### config.mk
export PLATFORM = sky130hd
export DESIGN_NAME = weight_fetch_unit
export DESIGN_NICKNAME = d
export VERILOG_FILES = /design/src/rtl/weight_fetch_unit.sv
export SDC_FILE = /design/constraint.sdc
export NUM_CORES = 1
export LEC_CHECK = 0
export BUFFER_PORTS_ARGS = -buffer_cell sky130_fd_sc_hd__buf_2
export CORE_MARGIN = 8
export CORE_UTILIZATION = 40
export DETAILED_ROUTE_END_ITERATION = 16
export GPL_ROUTABILITY_DRIVEN = 0
export GPL_TIMING_DRIVEN = 1
export SLEW_MARGIN = 5
export SYNTH_ARGS = -nofsm -noshare
export SYNTH_HDL_FRONTEND = slang
export SYNTH_SLANG_ARGS = --single-unit
### constraint.sdc
create_clock -name clk -period 6.4 [get_ports clk]
set_input_delay 0.32 -clock clk [delete_from_list [all_inputs] [get_ports clk]]
set_output_delay 0.32 -clock clk [all_outputs]
set_load 0.02 [all_outputs]
### src/rtl/weight_fetch_unit.sv
// -----------------------------------------------------------------------------
// weight_fetch_unit
//
// Purpose
//   Fetches one output channel's convolution weights from memory and writes
//   them into the local weight buffer. A job fetches a 3x3 segment (K3_LEN
//   words), a 1x1 segment (K1_LEN words), or the 3x3 segment followed by the
//   1x1 segment. Up to MAX_OUTST requests may be in flight. Responses come
//   back in order and are written to the buffer in the same cycle.
//
// Optional feature
//   WEIGHT_FETCH_STALL_CNT_EN : when defined, adds the 32-bit output
//   stall_cycles. It counts cycles with req_vld & !req_rdy, is cleared on an
//   accepted start and saturates at all ones. When undefined, the port and
//   the counter are absent.
//
// Handshake semantics (request and response channels)
//   A transfer happens on a rising clk edge where valid & ready are both 1.
//   The source holds valid and its payload stable until that transfer. The
//   sink may raise or drop ready in any cycle. rsp_rdy is always 1, so every
//   rsp_vld cycle is one accepted response.
//
// Ports
//   clk, rst                 clock; synchronous active-high reset
//   weight_start             start pulse (ignored while weight_busy)
//   weight_mode[1:0]         01=3x3 only, 10=1x1 only, 11=both, 00=illegal
//   out_ch_cnt[7:0]          output-channel index
//   weight3/1_base_addr      byte base addresses of the 3x3 / 1x1 weights
//   weight_busy              job active (state != IDLE)
//   weight_done              one-cycle pulse after the final response
//   weight_err               sticky protocol error
//   req_addr, req_vld, req_rdy          read request channel
//   rsp_data, rsp_vld, rsp_rdy          in-order read response channel
//   weight_wen, weight_waddr, weight_wdata   buffer write port
//   stall_cycles[31:0]       request stall counter (optional, see above)
//   state_dbg[1:0]           current FSM state, for debug and checkers
// -----------------------------------------------------------------------------
module weight_fetch_unit #(
  parameter int ADDR_W    = 32,
  parameter int DATA_W    = 32,
  parameter int K3_LEN    = 144,
  parameter int K1_LEN    = 16,
  parameter int MAX_OUTST = 4
) (
  input  logic              clk,
  input  logic              rst,
  input  logic              weight_start,
  input  logic [1:0]        weight_mode,
  input  logic [7:0]        out_ch_cnt,
  input  logic [ADDR_W-1:0] weight3_base_addr,
  input  logic [ADDR_W-1:0] weight1_base_addr,
  output logic              weight_busy,
  output logic              weight_done,
  output logic              weight_err,
  output logic [ADDR_W-1:0] req_addr,
  output logic              req_vld,
  input  logic              req_rdy,
  input  logic [DATA_W-1:0] rsp_data,
  input  logic              rsp_vld,
  output logic              rsp_rdy,
  output logic              weight_wen,
  output logic [ADDR_W-1:0] weight_waddr,
  output logic [DATA_W-1:0] weight_wdata,
`ifdef WEIGHT_FETCH_STALL_CNT_EN
  output logic [31:0]       stall_cycles,
`endif
  output logic [1:0]        state_dbg
);

  localparam int                BYTES     = DATA_W / 8;
  localparam logic [ADDR_W-1:0] STEP      = ADDR_W'(BYTES);
  localparam logic [ADDR_W-1:0] STRIDE3   = ADDR_W'(K3_LEN * BYTES);
  localparam logic [ADDR_W-1:0] STRIDE1   = ADDR_W'(K1_LEN * BYTES);
  localparam logic [15:0]       LAST3     = 16'(K3_LEN - 1);
  localparam logic [15:0]       LAST1     = 16'(K1_LEN - 1);
  localparam logic [3:0]        OUTST_MAX = 4'(MAX_OUTST);
  // Zero field between the channel index and the 16-bit word index.
  localparam int                PAD_W     = ADDR_W - 25;

  typedef enum logic [1:0] {
    IDLE   = 2'd0,
    FETCH3 = 2'd1,
    FETCH1 = 2'd2,
    DRAIN  = 2'd3
  } state_t;

  state_t            state;
  logic [1:0]        mode_q;
  logic [7:0]        ch_q;
  logic [ADDR_W-1:0] addr1_first;   // 1x1 start address, kept for mode 11
  logic [15:0]       issued;        // requests accepted in current segment
  logic [3:0]        outst;         // requests accepted but not yet answered
  logic              rsp_type;      // segment of the next response: 0=3x3, 1=1x1
  logic [15:0]       rsp_idx;       // word index of the next response

  logic              fetching;
  logic [15:0]       seg_last;
  logic              req_fire;
  logic              seg_end;
  logic              rsp_fire;
  logic              rsp_dec;
  logic              rsp_seg_end;
  logic              start_ok;
  logic [ADDR_W-1:0] first3;
  logic [ADDR_W-1:0] first1;

  assign weight_busy = (state != IDLE);
  assign state_dbg   = state;
  assign fetching    = (state == FETCH3) || (state == FETCH1);
  assign seg_last    = (state == FETCH3) ? LAST3 : LAST1;

  // req_vld depends only on registers, and outst can only fall while a
  // request waits, so an offered request stays offered until it is taken.
  assign req_vld  = fetching && (issued <= seg_last) && (outst < OUTST_MAX);
  assign req_fire = req_vld && req_rdy;
  assign seg_end  = req_fire && (issued == seg_last);

  assign rsp_rdy     = 1'b1;
  assign rsp_fire    = rsp_vld && weight_busy;
  // A response with nothing outstanding must not wrap the counter.
  assign rsp_dec     = rsp_fire && (outst != 4'd0);
  assign rsp_seg_end = rsp_type ? (rsp_idx == LAST1) : (rsp_idx == LAST3);

  assign start_ok = (state == IDLE) && weight_start && (weight_mode != 2'b00);
  assign first3   = weight3_base_addr + ADDR_W'(out_ch_cnt) * STRIDE3;
  assign first1   = weight1_base_addr + ADDR_W'(out_ch_cnt) * STRIDE1;

  // Buffer write is a zero-latency pass-through of the response.
  assign weight_wen   = rsp_fire;
  assign weight_wdata = rsp_data;
  assign weight_waddr = rsp_fire ? {rsp_type, ch_q, {PAD_W{1'b0}}, rsp_idx}
                                 : '0;

  always_ff @(posedge clk) begin
    if (rst) begin
      state       <= IDLE;
      mode_q      <= 2'b00;
      ch_q        <= 8'd0;
      addr1_first <= '0;
      req_addr    <= '0;
      issued      <= 16'd0;
      outst       <= 4'd0;
      rsp_type    <= 1'b0;
      rsp_idx     <= 16'd0;
      weight_done <= 1'b0;
      weight_err  <= 1'b0;
    end else begin
      weight_done <= 1'b0;

      case (state)
        IDLE: begin
          if (weight_start && (weight_mode == 2'b00)) begin
            weight_err <= 1'b1;
          end
          if (start_ok) begin
            weight_err  <= 1'b0;
            mode_q      <= weight_mode;
            ch_q        <= out_ch_cnt;
            addr1_first <= first1;
            issued      <= 16'd0;
            outst       <= 4'd0;
            rsp_idx     <= 16'd0;
            if (weight_mode == 2'b10) begin
              state    <= FETCH1;
              req_addr <= first1;
              rsp_type <= 1'b1;
            end else begin
              state    <= FETCH3;
              req_addr <= first3;
              rsp_type <= 1'b0;
            end
          end
          // A response with no job running is a protocol error; it is
          // listed last so it wins over a same-cycle legal start.
          if (rsp_vld) begin
            weight_err <= 1'b1;
          end
        end

        FETCH3, FETCH1: begin
          if (req_fire) begin
            if (seg_end) begin
              issued <= 16'd0;
              if ((state == FETCH3) && (mode_q == 2'b11)) begin
                state    <= FETCH1;
                req_addr <= addr1_first;
              end else begin
                state    <= DRAIN;
                req_addr <= req_addr + STEP;
              end
            end else begin
              issued   <= issued + 16'd1;
              req_addr <= req_addr + STEP;
            end
          end
        end

        default: begin
        end
      endcase

      if (req_fire && !rsp_dec) begin
        outst <= outst + 4'd1;
      end else if (!req_fire && rsp_dec) begin
        outst <= outst - 4'd1;
      end

      // Responses follow request order, so the write-side segment and index
      // are tracked independently of the request side. The final response
      // can only arrive in DRAIN because the last request is already issued.
      if (rsp_fire) begin
        if (rsp_seg_end) begin
          rsp_idx <= 16'd0;
          if (!rsp_type && (mode_q == 2'b11)) begin
            rsp_type <= 1'b1;
          end else begin
            state       <= IDLE;
            weight_done <= 1'b1;
          end
        end else begin
          rsp_idx <= rsp_idx + 16'd1;
        end
      end
    end
  end

`ifdef WEIGHT_FETCH_STALL_CNT_EN
  always_ff @(posedge clk) begin
    if (rst) begin
      stall_cycles <= 32'd0;
    end else if (start_ok) begin
      stall_cycles <= 32'd0;
    end else if (req_vld && !req_rdy && (stall_cycles != 32'hFFFF_FFFF)) begin
      stall_cycles <= stall_cycles + 32'd1;
    end
  end
`endif

endmodule

Word-level counts from Yosys, hierarchy flattened
Cells that the tools add are included.
Word-level totals
  register bits after elaboration: 115
  output and inout bits: 104
  bits in latches: 0
  memory bits (writable): 0
  memories: 0
  logic and storage cells: 106
  bits in read-only memories: 0
Cells by class
  eq/ne operators: 9
  div/mod/pow operators: 0
  multipliers: 1
  bitwise logic cells: 2
  shifts and indexed selects: 0
  add/sub/neg operators: 7
  reductions and logical operators: 35
  mux-type cells: 39
  magnitude comparators: 2
Operator list (count)
  $mux W32: 6
  $mux W16: 6
  $pmux W32 S2: 1
  $add A16 B1 Y16 const B: 2
  $add A32 B14 Y32: 1
  $add A32 B18 Y32: 1
  $add A32 B3 Y32 const B: 1
  $pmux W16 S2: 1
  $eq A16 B4 Y1 const B: 1
  $eq A16 B8 Y1: 1
  $eq A16 B8 Y1 const B: 1
  $le A16 B8 Y1: 1
  $mux W4: 4
  $mux W2: 7
  $logic_and A1 B1 Y1: 13
  $mul A8 B4 Y12 const B: 1
  $mux W1: 12
  $reduce_bool A2 Y1: 5
  $reduce_bool A3 Y1: 3
  $mux W8: 1
  $reduce_and A2 Y1: 4
  $eq A2 B2 Y1 const B: 3
  $add A4 B1 Y4 const B: 1
  $logic_not A2 Y1: 2
  12 further kinds: 16

Logic depth before layout (Yosys ltp)
Gate-level depths: netlist of run 1.
  word-level depth: 13
  depth in mapped cells: 18
  mapped depth without buffers: 18

Worst setup path after synthesis of run 1
No wires, ideal clock.
  path type: in2reg
  from: input out_ch_cnt[1]
  to: register req_addr[26]
  buffers on the path: 0
  arrival: 3.398 ns
  path slack: 2.878 ns
  stages on the path: 17
  data required time: 6.277 ns
  setup time: 0.123 ns
  path through: ha_1 -> ha_1 -> inv_1 -> fa_1 -> inv_1 -> a21oi_1 -> o21ai_0 -> a21o_1 -> nand2_1 -> xnor2_1 -> ha_1 -> nand3_1 -> a211oi_1 -> o31ai_1 -> or4_1 -> o2111ai_1 -> a21oi_1
On the way
  longest elaborated chain between the ends: 5
Ends and longest elaborated chain
  start, declared: line 49  | input logic [7:0] out_ch_cnt,
  $mul A8 B4 Y12: line 125  | assign first3 = weight3_base_addr + ADDR_W'(out_ch_cnt) * STRIDE3;
  $add A32 B18 Y32: line 125
  $mux W32 *: line 163  | if (weight_mode == 2'b10) begin
  $mux W32 *: line 155  | if (start_ok) begin
  $pmux W32 S2 *: line 150  | case (state)
  end signal, assigned: line 165  | req_addr <= first1;
  end signal, assigned: line 169  | req_addr <= first3;
  end signal, assigned: line 186  | req_addr <= addr1_first;
  end, declared: line 55  | output logic [ADDR_W-1:0] req_addr,
Mark *: on every way between the ends. The rest lies on a longest branch, timed or not. The select of a mux whose other input is x is not followed.
A chain may end at the register's enable or synchronous reset.

Worst setup path in the final report of run 1
Ends and elaborated chain as after synthesis.

==> results of run 1 <==
## placed cells by master, fill, tap and decap left out, types with 16 or more instances in the layout
master | synthesis | final
nand3_1 | 47 | 47
and3_1 | 27 | 27
a31oi_1 | 16 | 16
dfxtp_1 | 115 | 115
nor3_1 | 28 | 28
xor2_1 | 35 | 35
a211oi_1 | 28 | 28
nand2_1 | 146 | 146
inv_1 | 33 | 33
xnor2_1 | 29 | 29
o21ai_0 | 57 | 57
clkbuf_16 | 0 | 17
and2_1 | 33 | 33
ha_1 | 39 | 39
nand4_1 | 20 | 20
nor2_1 | 124 | 124
a21oi_1 | 115 | 115
buf_2 | 10 | 142
## tightest hold or removal path: cells and delay by family
| kind | cells | cell delay (ns) |
|---|---|---|
| buffers and inverters | 1 | 0.10 |
| AOI/OAI and AO/OA | 1 | 0.05 |
| and+or+nand+nor | 1 | 0.05 |
## final cells by class
| class | instances | area, µm² |
|---|---|---|
| tap | 280 | 350 |
| clock inverter | 13 | 184 |
| multi-input combinational | 942 | 5700 |
| timing repair buffer | 156 | 816 |
| fill | 2264 | 11600 |
| sequential | 115 | 2300 |
| clock buffer | 19 | 433 |
| inverter | 34 | 128 |
## how the worst max path moves through the flow
stage | end | slack, ns | start | depth (start not counted)
2_1_floorplan | req_addr[26] | 2.88 | out_ch_cnt[1] | 17
3_3_place_gp | req_addr[26] | 2.39 | out_ch_cnt[1] | 18
3_5_place_dp | req_addr[26] | 2.27 | out_ch_cnt[1] | 18
4_1_cts | req_addr[26] | 2.72 | out_ch_cnt[1] | 18
5_1_grt | req_addr[26] | 2.47 | out_ch_cnt[1] | 18
6_report | req_addr[26] | 2.68 | out_ch_cnt[1] | 18
## power by group through the flow
stage          Combinational [W]  Clock [W]  Sequential [W]
2_1_floorplan           0.000397          0        0.000850
5_1_grt                 0.000630    0.00106        0.000830
4_1_cts                 0.000566    0.00102        0.000822
6_report                0.000568    0.00101        0.000823
3_3_place_gp            0.000562          0        0.000836
3_5_place_dp            0.000563          0        0.000837
## layer usage
metal | global-route usage | up-vias | wire, µm
li1 | - | 4375 | -
met1 | 0.277 | 4137 | 13200
met2 | 0.329 | 288 | 12500
met3 | 0.0381 | 30 | 1840
met4 | 0.0701 | 0 | 527
met5 | 0 | - | 0
## cell families after synthesis
logic type | after synthesis | synth area share
other | 2 | 0.000867
DFF | 115 | 0.266
buffers and inverters | 135 | 0.0799
xor gates and xnor gates | 64 | 0.0647
adders and majority gates | 42 | 0.0632
AOI/OAI and AO/OA | 321 | 0.232
and+or+nand+nor | 499 | 0.285
muxes | 8 | 0.00939
## flip-flops by register name, summed over array words and instances, names as in the netlist
| name | cells |
|---|---|
| ch_q | 8 |
| issued | 16 |
| state_dbg | 2 |
| outst | 4 |
| weight_done | 1 |
| addr1_first | 32 |
| mode_q | 2 |
| rsp_type | 1 |
| req_addr | 32 |
| weight_err | 1 |
| rsp_idx | 16 |
## through the flow
stage                     instances  power [W]
after floorplan                1192    0.00125
after global placement         1527    0.00140
after detailed placement       1527    0.00140
after CTS                      1559    0.00241
after global routing           1559    0.00252
final                          1559    0.00240
==> flow_metrics.py, run 1 <==
metrics = {
    "cts": {
        "postCtsSetupRepairBufs": 0,
        "clockBufferDepth": 2,
        "cts.repair.resized": 0,
        "cts-root-buf": "clkbuf_16",
        "ctsHoldBuffers": 0,
        "cts_sinks": 115,
        "cts_tree": "yes",
        "htreeDepth": 4,
        "numCtsBuffers": 17,
        "clk_latency_ns": 0.43,
        "clkSlewWorstSetupHoldPaths_ns": 0.06,
    },
    "floorplan": {
        "die_area_um2": 26600,
        "initial_core_util": 0.402,
        "die_x_um": 163,
        "die_h_um": 163,
        "io_pins": 215,
        "core-area_um2": 21600,
        "row_count": 54,
    },
    "logic_synthesis": {
        "yosysTopAreaCellShare": 0.266,
        "ys_ff_latch": 115,
        "async_reset_ff_frac": 0,
        "syn-cell-area_um2": 8660,
        "netlist_top_cells_count": "146 x nand2_1, 124 x nor2_1, 115 x a21oi_1, 115 x dfxtp_1, 57 x o21ai_0",
        "ys.flop_type": "dfxtp_1",
        "yosysTopAreaCell": "dfxtp_1",
        "synth_cell_types": 75,
        "synth_most_common_cell": "nand2_1",
        "synth.area.top_cells": "dfxtp_1 27%, a21oi_1 6.6%, nand2_1 6.3%",
        "synth_edf_count": 0,
        "yosysWarnings": 0,
        "ys_seq_area_frac": 0.266,
        "syn_area_per_cell_um2": 7.31,
        "synthCells": 1186,
    },
    "timing": {
        "fin_worst_skew_ns": 0.0111,
        "finalCritPeriodShare": 0.581,
        "slew_violations": 0,
        "holdWs_ns": 0.145,
        "tns_ns": 0,
        "max_freq_ghz": 0.269,
        "setup-violations-final": 0,
        "tightestPinTransition_ns": 1.00,
        "final_hold_viol_count": 0,
        "fin_ws_ns": 2.68,
        "fin_crit_ns": 3.72,
        "relSlewSlack": 0.327,
        "rsz0062_at_grt": "no",
    },
    "setup_path": {
        "worstSetupPathType": "in -> reg",
        "path_common_cell": "ha_1",
        "cp.arrival_ns": 4.03,
        "cp-end-kind": "flip-flop",
        "ff2ff_path_depth": 11,
        "r2r-start": "state_dbg[0]",
        "cp_slowest_cell": "or4_1",
        "cp_cell_sequence": "buf_2, ha_1, ha_1, inv_1, fa_1, inv_1, a21oi_1, o21ai_0, a21o_1, nand2_1, xnor2_1, ha_1, nand3_1, a211oi_1, o31ai_1, or4_1, o2111ai_1, a21oi_1",
        "worstSetupStartpointType": "input pin",
        "cp_top_family": "compound AO/OA/AOI/OAI gates",
        "cp.required_ns": 6.71,
        "path_max_fanout": 6,
        "rr_endpoint": "issued[13]",
        "reg2reg_slack_ns": 2.89,
        "crit_buf_inv": 3,
        "cpPeakStageDelay_ns": 0.51,
    },
    "drt": {
        "vias": 8830,
        "routed_wl_mm": 28.1,
        "dr.pass1.iters": 5,
        "drtIter0Drc": 627,
        "post_drt_wl_per_cell_um": 18.0,
        "ant_nets": 0,
        "drt-vias-per-instance": 5.66,
        "drc_errors": 0,
    },
    "global_routing": {
        "grt_pass1_vias": 8272,
        "grt_max_degree": 78,
        "grt_pass1_wl_mm": 44.4,
        "grt_overflow": 0,
        "antenna_found_initial": 0,
        "grt_usage": 0.207,
    },
    "place": {
        "place_area_um2": 9300,
        "dp_hpwl_mm": 20.5,
        "dp_slack_ns": 2.27,
        "numPortBuffers": 142,
    },
    "run_status": {
        "status": "completed",
    },
    "finish": {
        "fin_area_um2": 9910,
        "drive_gt1_frac": 0.162,
        "postLayoutCoreUtil": 0.460,
        "syn_to_final_growth_pct": 14.4,
        "nNetsFinal": 1419,
        "antennaDiodeCount": 0,
    },
    "power": {
        "p_comb_frac": 0.237,
        "ir_drop_v": 0.000112,
        "power.switching_fraction": 0.321,
        "p_int_w": 0.00163,
        "p_sw_w": 0.000770,
        "seqPwrFrac": 0.343,
        "power_density_nw_per_um2": 242,
        "p_leak_nw": 4.16,
        "power_frac_clock": 0.420,
    },
    "run": {
        "cap_violations": 0,
    },
    "min_path": {
        "min_path_cells": 3,
        "hold_path_end": "addr1_first[2]",
        "min_path_type": "in -> reg",
        "min_from": "weight1_base_addr[2]",
    },
}
Power figures use the tool's default switching activity.
==> run 2: changes to the inputs <==
--- a/config.mk
+++ b/config.mk
@@ -11,6 +11,7 @@
 export DETAILED_ROUTE_END_ITERATION = 16
 export GPL_ROUTABILITY_DRIVEN = 0
 export GPL_TIMING_DRIVEN = 1
+export PLACE_DENSITY = 0.65
 export SLEW_MARGIN = 5
 export SYNTH_ARGS = -nofsm -noshare
 export SYNTH_HDL_FRONTEND = slang
==> constraint.sdc (replaced) <==
create_clock -name clk -period 3.1 [get_ports clk]
set_input_delay 0.155 -clock clk [delete_from_list [all_inputs] [get_ports clk]]
set_output_delay 0.155 -clock clk [all_outputs]
set_load 0.02 [all_outputs]
==> flow_metrics.py, run 2 (synthesis gave the netlist of run 1 again) <==
metrics = {
    "run_status": {
        "status": "completed",
    },
    "timing": {
        "slew_violations": 0,
        "max_freq_ghz": 0.343,
        "fin_crit_ns": 2.92,
        "relSlewSlack": 0.358,
        "rsz0062_at_grt": "yes",
        "holdWs_ns": 0.0778,
        "setup-violations-final": 0,
        "final_hold_viol_count": 0,
        "fin_worst_skew_ns": 0.0131,
        "finalCritPeriodShare": 0.941,
        "tns_ns": 0,
        "tightestPinTransition_ns": 0.957,
    },
    "finish": {
        "antennaDiodeCount": 0,
        "fill_cells": 2128,
        "drive_gt1_frac": 0.208,
        "mostFrequentLayoutCells": "146 x nand2_1, 142 x buf_2, 124 x nor2_1, 114 x dfxtp_1, 112 x a21oi_1",
        "largestRegisters": "addr1_first x32, req_addr x32",
        "final_common_cell": "nand2_1",
        "syn_to_final_growth_pct": 21.5,
        "postLayoutCoreUtil": 0.488,
        "nNetsFinal": 1484,
    },
    "drt": {
        "vias": 9089,
        "drc_errors": 0,
        "dr.pass1.iters": 5,
        "drt-vias-per-instance": 5.60,
        "post_drt_wl_per_cell_um": 17.3,
        "routed_wl_mm": 28.0,
        "drtIter0Drc": 625,
        "ant_nets": 0,
    },
    "setup_path": {
        "path_max_fanout": 7,
        "cp.required_ns": 3.45,
        "worstSetupStartpointType": "input pin",
        "worstSetupPathType": "in -> reg",
        "cp.arrival_ns": 3.27,
        "ff2ff_path_depth": 11,
        "cp-end-kind": "flip-flop",
    },
    "power": {
        "p_int_w": 0.00344,
        "ir_drop_v": 0.000279,
        "power_density_nw_per_um2": 482,
        "p_leak_nw": 4.50,
        "seqPwrFrac": 0.335,
        "power_frac_clock": 0.401,
        "p_comb_frac": 0.265,
        "power.switching_fraction": 0.321,
        "p_sw_w": 0.00163,
    },
    "min_path": {
        "min_path_type": "in -> reg",
        "min_path_cells": 3,
    },
    "global_routing": {
        "grt_usage": 0.207,
        "grt_pass1_wl_mm": 44.5,
        "grt_max_degree": 53,
        "grt_pass1_vias": 8540,
        "met1_usage": 0.271,
        "grt.busiest_layer": "met2",
        "antenna_found_initial": 0,
        "met2_usage": 0.325,
        "met3_usage": 0.0476,
        "grt_overflow": 0,
    },
    "place": {
        "dp_hpwl_mm": 21.4,
        "numPortBuffers": 142,
    },
    "cts": {
        "numCtsBuffers": 17,
        "cts_sinks": 115,
        "cts_tree": "yes",
        "clkSlewWorstSetupHoldPaths_ns": 0.06,
        "clockBufferDepth": 2,
        "clk_latency_ns": 0.42,
        "cts-root-buf": "clkbuf_16",
        "htreeDepth": 4,
    },
    "floorplan": {
        "die_h_um": 163,
        "die_area_um2": 26600,
        "io_pins": 215,
        "initial_core_util": 0.402,
        "core-area_um2": 21600,
        "die_x_um": 163,
        "row_count": 54,
    },
    "run": {
        "cap_violations": 0,
    },
}
run 2: cell count changes in the layout (fill, tap and decap cells not counted), sizes merged:
cell and change:
clkinvlp -2, dlygate4sd3 +6, buf +59, clkinv +2
bufinv -1
run 2: layout make-up:
type | instances | area (µm²) | area share
timing repair buffer | 221 | 1360 | 0.129
multi-input combinational | 942 | 5780 | 0.549
tap | 280 | 350 | 0.0333
clock inverter | 12 | 156 | 0.0149
inverter | 34 | 128 | 0.0121
clock buffer | 19 | 453 | 0.0430
sequential | 115 | 2300 | 0.219
run 2: timing repair:
action | CTS | global route
buffers inserted | 0 | 1
setup endpoints to repair | 0 | 32
hold buffers | 6 | 0
gates resized for setup | 0 | 10
endpoints found under the hold margin | 6 | 0
run 2: metrics by stage:
stage	power (W)	setup slack (ns)	area, µm²	instances
2_1_floorplan	0.00259	-0.0367	8710	1192
3_5_place_dp	0.00302	-0.363	9800	1585
6_report	0.00507	0.182	10500	1623
3_3_place_gp	0.00301	-0.283	9800	1585
5_1_grt	0.00532	-0.00820	10500	1623
4_1_cts	0.00506	0.0692	10500	1622
run 2: worst max-delay path: stages:
cell and delay, ns:
buf_2 0.11, ha_1 0.32, ha_1 0.30, a21o_1 0.19
a21oi_2 0.17, o21ai_0 0.09, a21oi_1 0.21, xnor2_1 0.15
ha_1 0.27, or2_2 0.31, a21oi_4 0.21, nor3b_4 0.10
or4b_1 0.52, a31oi_1 0.17
run 2: power groups by stage:
stage	logic, W	clock network, W	registers (W)
after floorplan	0.000832	0	0.00175
after global placement	0.00129	0	0.00172
after detailed placement	0.00130	0	0.00172
after CTS	0.00131	0.00206	0.00169
after global routing	0.00149	0.00213	0.00171
final	0.00134	0.00203	0.00170
run 2: layer usage:
metal | wire length (µm) | share of wire | vias up
met5 | 0 | 0 | -
met2 | 12500 | 0.45 | 335
met4 | 697 | 0.025 | 0
li1 | - | - | 4518
met1 | 12700 | 0.46 | 4189
met3 | 2090 | 0.075 | 47
run 2: path summary, 6_finish.rpt:
kind / start / to / slack [ns]
setup / recovery: out_ch_cnt[2] / req_addr[25] / 0.18
hold reg to reg: ch_q[0] / ch_q[0] / 0.45
hold / removal: weight1_base_addr[17] / addr1_first[17] / 0.08
setup reg to reg: state_dbg[1] / req_addr[7] / 0.19
